## src/rtl/md_pkg.sv

```systemverilog
// Shared definitions for the MDU issue controller: MD opcodes, MIPS opcode/funct constants,
// default occupancy latencies and the EX/D instruction decoder.
package md_pkg;

  typedef enum logic [2:0] {
    MD_MULTU = 3'b000,
    MD_MULT  = 3'b001,
    MD_DIVU  = 3'b010,
    MD_DIV   = 3'b011,
    MD_MADD  = 3'b100,
    MD_MSUB  = 3'b101,
    MD_MADDU = 3'b110,
    MD_MSUBU = 3'b111
  } md_op_e;

  typedef enum logic {OCC_IDLE, OCC_RUN} occ_state_e;

  localparam logic [5:0] OP_SPECIAL  = 6'h00;
  localparam logic [5:0] OP_SPECIAL2 = 6'h1C;

  localparam logic [5:0] FN_MFHI  = 6'h10;
  localparam logic [5:0] FN_MTHI  = 6'h11;
  localparam logic [5:0] FN_MFLO  = 6'h12;
  localparam logic [5:0] FN_MTLO  = 6'h13;
  localparam logic [5:0] FN_MULT  = 6'h18;
  localparam logic [5:0] FN_MULTU = 6'h19;
  localparam logic [5:0] FN_DIV   = 6'h1A;
  localparam logic [5:0] FN_DIVU  = 6'h1B;

  localparam logic [5:0] FN2_MADD  = 6'h00;
  localparam logic [5:0] FN2_MADDU = 6'h01;
  localparam logic [5:0] FN2_MSUB  = 6'h04;
  localparam logic [5:0] FN2_MSUBU = 6'h05;

  localparam int MD_MUL_CYC = 5;
  localparam int MD_DIV_CYC = 10;

  typedef struct packed {
    logic   is_start;  // launches an MDU operation
    logic   is_mf;
    logic   is_mthi;
    logic   is_mtlo;
    md_op_e op;
  } md_dec_t;

  function automatic md_dec_t md_decode(input logic [5:0] opc, input logic [5:0] fn);
    md_dec_t d;
    d = '{is_start: 1'b0, is_mf: 1'b0, is_mthi: 1'b0, is_mtlo: 1'b0, op: MD_MULTU};
    if (opc == OP_SPECIAL) begin
      case (fn)
        FN_MULT:  begin d.is_start = 1'b1; d.op = MD_MULT;  end
        FN_MULTU: begin d.is_start = 1'b1; d.op = MD_MULTU; end
        FN_DIV:   begin d.is_start = 1'b1; d.op = MD_DIV;   end
        FN_DIVU:  begin d.is_start = 1'b1; d.op = MD_DIVU;  end
        FN_MFHI, FN_MFLO: d.is_mf = 1'b1;
        FN_MTHI:  d.is_mthi = 1'b1;
        FN_MTLO:  d.is_mtlo = 1'b1;
        default:  ;
      endcase
    end else if (opc == OP_SPECIAL2) begin
      case (fn)
        FN2_MADD:  begin d.is_start = 1'b1; d.op = MD_MADD;  end
        FN2_MADDU: begin d.is_start = 1'b1; d.op = MD_MADDU; end
        FN2_MSUB:  begin d.is_start = 1'b1; d.op = MD_MSUB;  end
        FN2_MSUBU: begin d.is_start = 1'b1; d.op = MD_MSUBU; end
        default:   ;
      endcase
    end
    return d;
  endfunction

  function automatic logic md_is_div(input md_op_e op);
    return (op == MD_DIV) || (op == MD_DIVU);
  endfunction

endpackage

```

## src/rtl/md_occupancy_counter.sv

```systemverilog
// Shadow of MDU occupancy: loads the op latency on launch, counts down, and reports occupied
// while the IDLE/RUN FSM is in RUN.
module md_occupancy_counter
  import md_pkg::*;
#(
  parameter int CW = 4
) (
  input  logic          clk,
  input  logic          reset,
  input  logic          load,
  input  logic [CW-1:0] load_val,
  output logic          occupied
);

  occ_state_e    state;
  logic [CW-1:0] cnt;

  // A load in the cycle cnt reaches zero is the back-to-back case and simply reloads.
  always_ff @(posedge clk) begin
    if (reset) begin
      state <= OCC_IDLE;
      cnt   <= '0;
    end else if (load) begin
      cnt   <= load_val;
      state <= (load_val != '0) ? OCC_RUN : OCC_IDLE;
    end else if (cnt != '0) begin
      cnt <= cnt - 1'b1;
      if (cnt == CW'(1)) state <= OCC_IDLE;
    end
  end

  assign occupied = (state == OCC_RUN);

endmodule

```

## src/rtl/md_issue_ctrl.sv

```systemverilog
// EX-stage issue controller for the multiply/divide unit: launches MDU ops, drives operands and
// stalls MD-class instructions in D. MD_ISSUE_BUFFER_EN adds a 1-entry launch buffer.
module md_issue_ctrl
  import md_pkg::*;
#(
  parameter int W       = 32,
  parameter int MUL_CYC = MD_MUL_CYC,
  parameter int DIV_CYC = MD_DIV_CYC
) (
  input  logic         clk,
  input  logic         reset,
  input  logic         ex_valid,
  input  logic [31:0]  ex_instr,
  input  logic [W-1:0] ex_rs_val,
  input  logic [W-1:0] ex_rt_val,
  input  logic         ex_flush,
  input  logic [31:0]  d_instr,
  input  logic         md_busy,
  output logic         md_start,
  output logic [2:0]   md_op,
  output logic [W-1:0] md_a,
  output logic [W-1:0] md_b,
  output logic [W-1:0] md_wd,
  output logic         md_mthi,
  output logic         md_mtlo,
  output logic         stall_d
);

  localparam int MAXC = (DIV_CYC > MUL_CYC) ? DIV_CYC : MUL_CYC;
  localparam int CW   = (MAXC > 1) ? $clog2(MAXC) : 1;

  md_dec_t       ex_dec, d_dec;
  logic          ex_live, occupied, start, mt_ok, d_is_mfmt;
  md_op_e        start_op;
  logic [W-1:0]  start_a, start_b;
  logic [CW-1:0] load_val;
  logic          unused_bits;

  assign ex_dec      = md_decode(ex_instr[31:26], ex_instr[5:0]);
  assign d_dec       = md_decode(d_instr[31:26], d_instr[5:0]);
  assign unused_bits = ^{ex_instr[25:6], d_instr[25:6]};
  assign ex_live     = ex_valid & ~ex_flush & ~reset;
  assign d_is_mfmt   = d_dec.is_mf | d_dec.is_mthi | d_dec.is_mtlo;

`ifdef MD_ISSUE_BUFFER_EN
  logic         buf_vld, buf_next, capture;
  md_op_e       buf_op;
  logic [W-1:0] buf_a, buf_b;

  // A pending buffered op must reach the MDU before any HI/LO write from EX.
  assign mt_ok = ex_live & ~occupied & ~buf_vld;

  always_comb begin
    start    = 1'b0;
    capture  = 1'b0;
    start_op = ex_dec.op;
    start_a  = ex_rs_val;
    start_b  = ex_rt_val;
    if (!reset && !occupied && buf_vld) begin
      start    = 1'b1;
      start_op = buf_op;
      start_a  = buf_a;
      start_b  = buf_b;
      capture  = ex_live & ex_dec.is_start;
    end else if (ex_live && ex_dec.is_start) begin
      start   = ~occupied;
      capture = occupied & ~buf_vld;
    end
  end

  assign buf_next = capture | (buf_vld & ~(start & buf_vld));

  // Flush never touches a captured entry: the op was already committed to the MDU queue.
  always_ff @(posedge clk) begin
    if (reset) buf_vld <= 1'b0;
    else       buf_vld <= buf_next;
    if (capture) begin
      buf_op <= ex_dec.op;
      buf_a  <= ex_rs_val;
      buf_b  <= ex_rt_val;
    end
  end

  // A start-class op in D is held back whenever the buffer will still be occupied next cycle.
  assign stall_d = ~reset & ((d_is_mfmt & (occupied | start | md_mthi | md_mtlo | buf_vld)) |
                             (d_dec.is_start & buf_next));
`else
  assign mt_ok    = ex_live & ~occupied;
  assign start    = mt_ok & ex_dec.is_start;
  assign start_op = ex_dec.op;
  assign start_a  = ex_rs_val;
  assign start_b  = ex_rt_val;
  assign stall_d  = ~reset & (d_is_mfmt | d_dec.is_start) & (occupied | start | md_mthi | md_mtlo);
`endif

  assign md_start = start;
  assign md_op    = reset ? 3'b000 : start_op;
  assign md_a     = reset ? '0 : start_a;
  assign md_b     = reset ? '0 : start_b;
  assign md_wd    = reset ? '0 : ex_rs_val;
  assign md_mthi  = mt_ok & ex_dec.is_mthi;
  assign md_mtlo  = mt_ok & ex_dec.is_mtlo;
  assign load_val = md_is_div(start_op) ? CW'(DIV_CYC - 1) : CW'(MUL_CYC - 1);

  md_occupancy_counter #(.CW(CW)) u_occ (
    .clk      (clk),
    .reset    (reset),
    .load     (start),
    .load_val (load_val),
    .occupied (occupied)
  );

`ifndef SYNTHESIS
  logic start_q;
  always_ff @(posedge clk) begin
    start_q <= start;
    if (!reset)
      assert (!(md_busy && !occupied && !start_q))
        else $error("md_busy set while issue counter idle");
  end
`endif

endmodule
```

## config.mk

```make
export PLATFORM = sky130hd
export DESIGN_NAME = md_issue_ctrl
export DESIGN_NICKNAME = d
export VERILOG_FILES = /design/src/rtl/md_pkg.sv /design/src/rtl/md_occupancy_counter.sv /design/src/rtl/md_issue_ctrl.sv
export SDC_FILE = /design/constraint.sdc
export NUM_CORES = 1
export LEC_CHECK = 0
export CAP_MARGIN = 30
export CORE_AREA = 2 2 91 93
export CTS_BUF_LIST = sky130_fd_sc_hd__clkbuf_2
export DETAILED_ROUTE_END_ITERATION = 7
export DIE_AREA = 0 0 93 95
export GPL_TIMING_DRIVEN = 0
export PLACE_DENSITY = 0.65
export SYNTH_ARGS = -nofsm -noshare
export SYNTH_HDL_FRONTEND = slang
export SYNTH_SLANG_ARGS = --single-unit
```

## constraint.sdc

```tcl
create_clock -name clk -period 2.3 [get_ports clk]
set_input_delay 0.46 -clock clk [delete_from_list [all_inputs] [get_ports clk]]
set_output_delay 0.46 -clock clk [all_outputs]
set_load 0.01 [all_outputs]
```

After elaboration in Yosys (flattened, before gate mapping)
Cells that the tools add are included. W data, S select, Z words.

$add $sub $neg: 1. Equal/unequal tests: 25. Muxes and demuxes: 29. Bitwise gates (word level): 17. Reductions and logical operators: 15.

Operator list (count): $eq A6 B5 Y1 const B (16); $mux W32 (2); $eq A6 B3 Y1 const B (4); $logic_not A6 Y1 (4); $mux W1 (17); $reduce_or A4 Y1 (4); $eq A6 B1 Y1 const B (2); $mux W3 (4); $mux W4 (3); $pmux W3 S4 (1); $and A1 B1 Y1 (8); $reduce_bool A4 Y1 (2); $eq A3 B2 Y1 const B (2); $or A1 B1 Y1 (6); $pmux W2 S3 (1); $eq A4 B1 Y1 const B (1); $reduce_bool A2 Y1 (2); $sub A4 B1 Y4 const B (1); $not A1 Y1 (3); $mux W2 (1); $reduce_and A2 Y1 (1); $reduce_or A2 Y1 (1); $logic_or A1 B1 Y1 (1).

Register bits: 5. Input port bits: 133. Output and inout port bits: 103. Word-level logic and storage cells: 89.

Longest topological paths before layout
Depth in word-level cells: 10. Gate-level depth with buffers: 7. Depth with buffers taken out: 6.

Cells and area by module
Synthesis repeated with hierarchy kept, for this count alone.

Cell total of the unflattened synthesis: 169. Area, all modules: 1174.9 um^2.

By module, submodules not included: md_issue_ctrl (times used 1, cells each 139, area each 892.1 um^2, sequential area each 0.0 um^2); md_occupancy_counter (times used 1, cells each 30, area each 282.8 um^2, sequential area each 100.1 um^2).

Worst setup path before layout
OpenSTA, ideal clock, no wires.

Kind: input -> output. Start point: input port reset. End point: output port md_mthi. Arrival: 1494 ps. Required time: 1840 ps. Path slack: 346 ps. Stages: 3. Buffers on the path: 0. Cells stage by stage: or4b_4 > nor4b_2 > and2_1.

Word-level cells in the longest chain between the ends: 4.

RTL lines: start, declared (line md_issue_ctrl.sv:11) `input logic reset,`; $not A1 Y1 (line md_issue_ctrl.sv:42) `assign ex_live = ex_valid & ~ex_flush & ~reset;`; $and A1 B1 Y1 (line md_issue_ctrl.sv:42); $and A1 B1 Y1 (line md_issue_ctrl.sv:88) `assign mt_ok = ex_live & ~occupied;`; $and A1 B1 Y1 (line md_issue_ctrl.sv:101) `assign md_mthi = mt_ok & ex_dec.is_mthi;`; end, declared (line md_issue_ctrl.sv:24) `output logic md_mthi,`.

No other way between the ends.

Final worst setup path
Start point: input port d_instr[5]. End point: output port stall_d.

Word-level cells in the longest chain between the ends: 9. Elaborated cells on any way between the ends: 28. Those cells by class: eq/ne: 11; mux: 8; bitwise: 5; reduce/logical: 4.

RTL lines: start, declared (line md_issue_ctrl.sv:17) `input logic [31:0] d_instr,`; $eq A6 B5 Y1 (line md_pkg.sv:50) `case (fn)`; $reduce_or A2 Y1 (line md_pkg.sv:50); $mux W1 (line md_pkg.sv:50); $mux W3 (line md_pkg.sv:49) `if (opc == OP_SPECIAL) begin`; $or A1 B1 Y1 (2 in series) (line md_issue_ctrl.sv:43) `assign d_is_mfmt = d_dec.is_mf | d_dec.is_mthi | d_dec.is_mtlo;`; $or A1 B1 Y1 (*) (line md_issue_ctrl.sv:93) `assign stall_d = ~reset & (d_is_mfmt | d_dec.is_start) & (occupied | start | md_mthi | md_mtlo);`; $and A1 B1 Y1 (*) (2 in series) (line md_issue_ctrl.sv:93); end, declared (line md_issue_ctrl.sv:26) `output logic stall_d`.

Mark *: on every way between the ends. The rest lies on a longest branch, timed or not.

==> results.txt <==
----------------------------------------------------
[Run status]
  Outcome ... complete, but fails checks
  Failing checks ... setup timing

[Synth]
  Area leader, netlist ... sky130_fd_sc_hd__nor2b_1
  Number of flops mapped to enable cells by yosys ... 0
  Net count after synthesis ... 307
  Count of warnings emitted by yosys ... 0
  Share of flip-flops with an asynchronous set or reset after synthesis ... 0%
  Share of the yosys chip area belonging to registers ... 8.26%
  Largest cells by area after synthesis ... sky130_fd_sc_hd__nor2b_1 (33%), sky130_fd_sc_hd__buf_4 (20%), sky130_fd_sc_hd__dfxtp_1 (8.3%), sky130_fd_sc_hd__ha_1 (3.1%), sky130_fd_sc_hd__nor2_1 (2.2%)
  Instance count of the mapped netlist ... 171
  Cell area after synthesis ... 0.00121 mm²
  Count of unique library cells instantiated by Yosys ... 41
  Share of the synthesized area in the top cell type ... 33.1%
  Leading register cell type out of synthesis ... sky130_fd_sc_hd__dfxtp_1
  Number of register bits inferred by synthesis ... 5
  Avg Inst Size Synth ... 7.08 µm²

[Detailed routing]
  First-pass DRT Iterations ... 4
  DRC violations left ... 0
  DR vias/cell ... 3.86
  Starting DRT DRC Count ... 38
  DR WL/cell ... 12.6 µm
  Number of nets still failing antenna checks after routing ... 0
  Total via count after detailed routing ... 1865
  Post-detailed-routing wire length ... 6070 µm

[Setup path]
  Maximum net fanout on the critical path ... 1
  Critical Path End Type ... primary output
  Slowest stage delay, CP ... 0.53 ns
  Crit path kind ... input port to primary output
  R2R Path End ... u_occ.cnt[0]
  Startpoint class of the critical path ... input port
  Required @ worst endpoint ... 1.84 ns
  Worst-case register-to-register setup slack ... 0.51 ns
  Number of cells on the worst reg-to-reg path ... 7
  Crit-path slowest cell ... sky130_fd_sc_hd__or4_4
  Crit path arrival time ... 1.92 ns
  Critical path buffers and inverters ... 2
  Logic depth of the worst setup path including buffers ... 5
  CP Launch Point ... d_instr[5]
  End of the critical path ... stall_d
  Worst path cell trace ... clkdlybuf4s50_1 > or4_4 > a211oi_4 > o31a_1 > buf_6
  Largest delay contributor family on the critical path ... buffers and inverters
  Startpoint of the worst register-to-register path ... u_occ.cnt[0]

[Global routing]
  Via count of the first global-routing pass ... 1879
  Total global routing track utilization ... 12.5%
  Aggregate global routing overflow ... 0
  Pin count of the biggest net entering global routing ... 11
  Number of antenna violations at the first check in global routing ... 0
  Wire length of the first global-routing pass ... 9000 µm

[Final layout]
  Multi-input logic area ... 960 µm²
  Layout cell share with drive strength beyond 1 ... 27.5%
  Net count of the finished layout ... 515
  Top library cells by usage in the layout, fill and taps aside ... sky130_fd_sc_hd__clkdlybuf4s50_1 (153), sky130_fd_sc_hd__buf_4 (45), sky130_fd_sc_hd__nor2b_1 (40)
  Filler cell count in the final layout ... 783
  Diode count ... 0
  Total area of sequential cells ... 101 µm²
  Most frequent standard cell in the layout excluding fill and tap cells ... sky130_fd_sc_hd__clkdlybuf4s50_1
  Area grow syn2layout ... 189%
  Final instance count without filler cells ... 483

[Die]
  Die height ... 95 µm
  Initial standard-cell utilization of the core ... 15.3%
  Core Footprint ... 0.00793 mm²
  Chip width ... 93 µm
  Placement Rows ... 33
  Count of boundary I/O pins ... 236
  Die outline area ... 0.00884 mm²

[Placed design]
  Number of buffer cells added on primary ports ... 193
  Placer congestion estimate ... 0.806
  HPWL Detailed ... 5240 µm
  Placed cells ... 469
  Pre-CTS setup slack ... -0.786 ns

[Clocking]
  Inserted Clock Buffers ... 3
  Number of H-tree branching levels ... 1
  Clock-pin transition on the worst setup and hold timing paths ... 0.06 ns
  Buffer depth of the longest clock path ... 2
  Hold_buf cts ... 0
  Clock latency at the later pin of the worst-skew pair ... 0.22 ns
  TritonCTS clock tree ... yes
  Sinks on the clock net ... 5
  Clock Root Buffer ... sky130_fd_sc_hd__clkbuf_2

[Flow run]
  Number of maximum-capacitance constraint violations ... 0

[STA]
  Least-Margin Pin Slew ... 0.418 ns
  # setup viols final ... 1
  Min cycle time layout ... 2.38 ns
  Period utilization ... 104%
  Clock skew ... 0.00347 ns
  Highest clock rate ... 419 MHz
  Total negative slack ... -0.0844 ns
  Setup repair after global routing missed its margin ... true
  Final setup margin ... -0.0844 ns
  Final-report max-slew violation count ... 0
  Hold violation total from the final report ... 0
  Normalized max-slew margin ... 71.7%

[Power and ir drop]
  Switching power ... 0.373 mW
  Internal portion of total power ... 0.646 mW
  Static Leakage ... 1.53 nW
  Share of power burned in combinational logic ... 76.5%
  Worst vdd rail ir drop ... 169 µV
  Clock network fraction of design power ... 8.0%
  Power after layout ... 1.02 mW
  Power per unit of standard cell area ... 291 mW/mm²
  Switching portion of total power ... 36.6%
  Flop pwr share ... 15.4%

[Hold path]
  Worst min-delay path category ... flip-flop to flip-flop

----------------------------------------------------
power groups by stage:
stage               sequential (mW)  combinational, mW  clock (mW)
global placement              0.157              0.759           0
floorplan                     0.150              0.386           0
finish                        0.157              0.780      0.0820
detailed placement            0.159              0.766           0
global route                  0.163              0.851      0.0867
CTS                           0.157              0.785      0.0853
sequential cells by signal (all words and copies together) (netlist names):
| register | cells |
|---|---|
| u_occ.cnt | 4 |
| u_occ.occupied | 1 |
logic make-up after synthesis:
group           after synthesis  synth area share [%]
xor+xnor                      2                  1.45
buf+inv                      46                  24.9
flops                         5                  8.26
fa+ha+maj                     3                  3.10
compound gates               15                  9.71
simple gates                100                  52.6
area by class of cell:
class,instances,area share [%]
repair buffers,203,55.6
flip-flops and latches,5,2.89
well taps,105,3.75
clock buffers,4,0.571
multi-input cells,120,27.4
plain buffers,41,9.25
inverters,5,0.536
how the worst min path moves through the flow:
stage / startpoint / endpoint / slack, ns / cells past startpoint
after detailed placement: u_occ.occupied / u_occ.occupied / 0.52 / 2
after global placement: u_occ.occupied / u_occ.occupied / 0.50 / 2
final: u_occ.occupied / u_occ.occupied / 0.50 / 2
after global routing: u_occ.occupied / u_occ.occupied / 0.52 / 2
after floorplan: u_occ.occupied / u_occ.occupied / 0.47 / 2
after CTS: u_occ.occupied / u_occ.occupied / 0.53 / 2
synthesized netlist by cell type, types with 2 or more instances:
cell	number
sky130_fd_sc_hd__clkbuf_1	6
sky130_fd_sc_hd__inv_1	4
sky130_fd_sc_hd__or4_1	2
sky130_fd_sc_hd__buf_4	32
sky130_fd_sc_hd__o21ai_0	2
sky130_fd_sc_hd__a21oi_1	2
sky130_fd_sc_hd__a211oi_1	2
sky130_fd_sc_hd__and3_1	2
sky130_fd_sc_hd__nand4_1	4
sky130_fd_sc_hd__nor4bb_1	2
sky130_fd_sc_hd__nor2b_1	64
sky130_fd_sc_hd__nor2_1	7
sky130_fd_sc_hd__ha_1	3
sky130_fd_sc_hd__nor3_1	4
sky130_fd_sc_hd__nand3_1	2
sky130_fd_sc_hd__and2_1	3
sky130_fd_sc_hd__dfxtp_1	5
sky130_fd_sc_hd__xor2_1	2
per-layer routing:
metal | global-route usage (%) | wire length (µm) | vias up
met5 | 0 | 0 | -
met4 | 2.21 | 28 | 0
met3 | 4.15 | 498 | 4
met2 | 23.3 | 3330 | 82
met1 | 14.1 | 2210 | 824
li1 | - | - | 955
metrics by stage:
step                      util (%)  hold WS, ns  cell area [µm²]
after detailed placement      41.3        0.518             3270
after CTS                     43.8        0.527             3470
after global routing          44.2        0.523             3500
final                         44.2        0.499             3500
after global placement        41.3        0.505             3270
after floorplan                  -        0.469             1210
tightest hold or removal path, stage by stage (launching register included):
cell,delay [ns]
sky130_fd_sc_hd__dfxtp_2,0.34
sky130_fd_sc_hd__o41ai_1,0.06
sky130_fd_sc_hd__a21oi_1,0.06
timing repair:
action	CTS	global route
resized for setup	98	22
endpoints found under the setup margin	103	43
pin swaps	8	6
buffers inserted	8	2
cloned	0	0
Power figures use the tool's default switching activity.
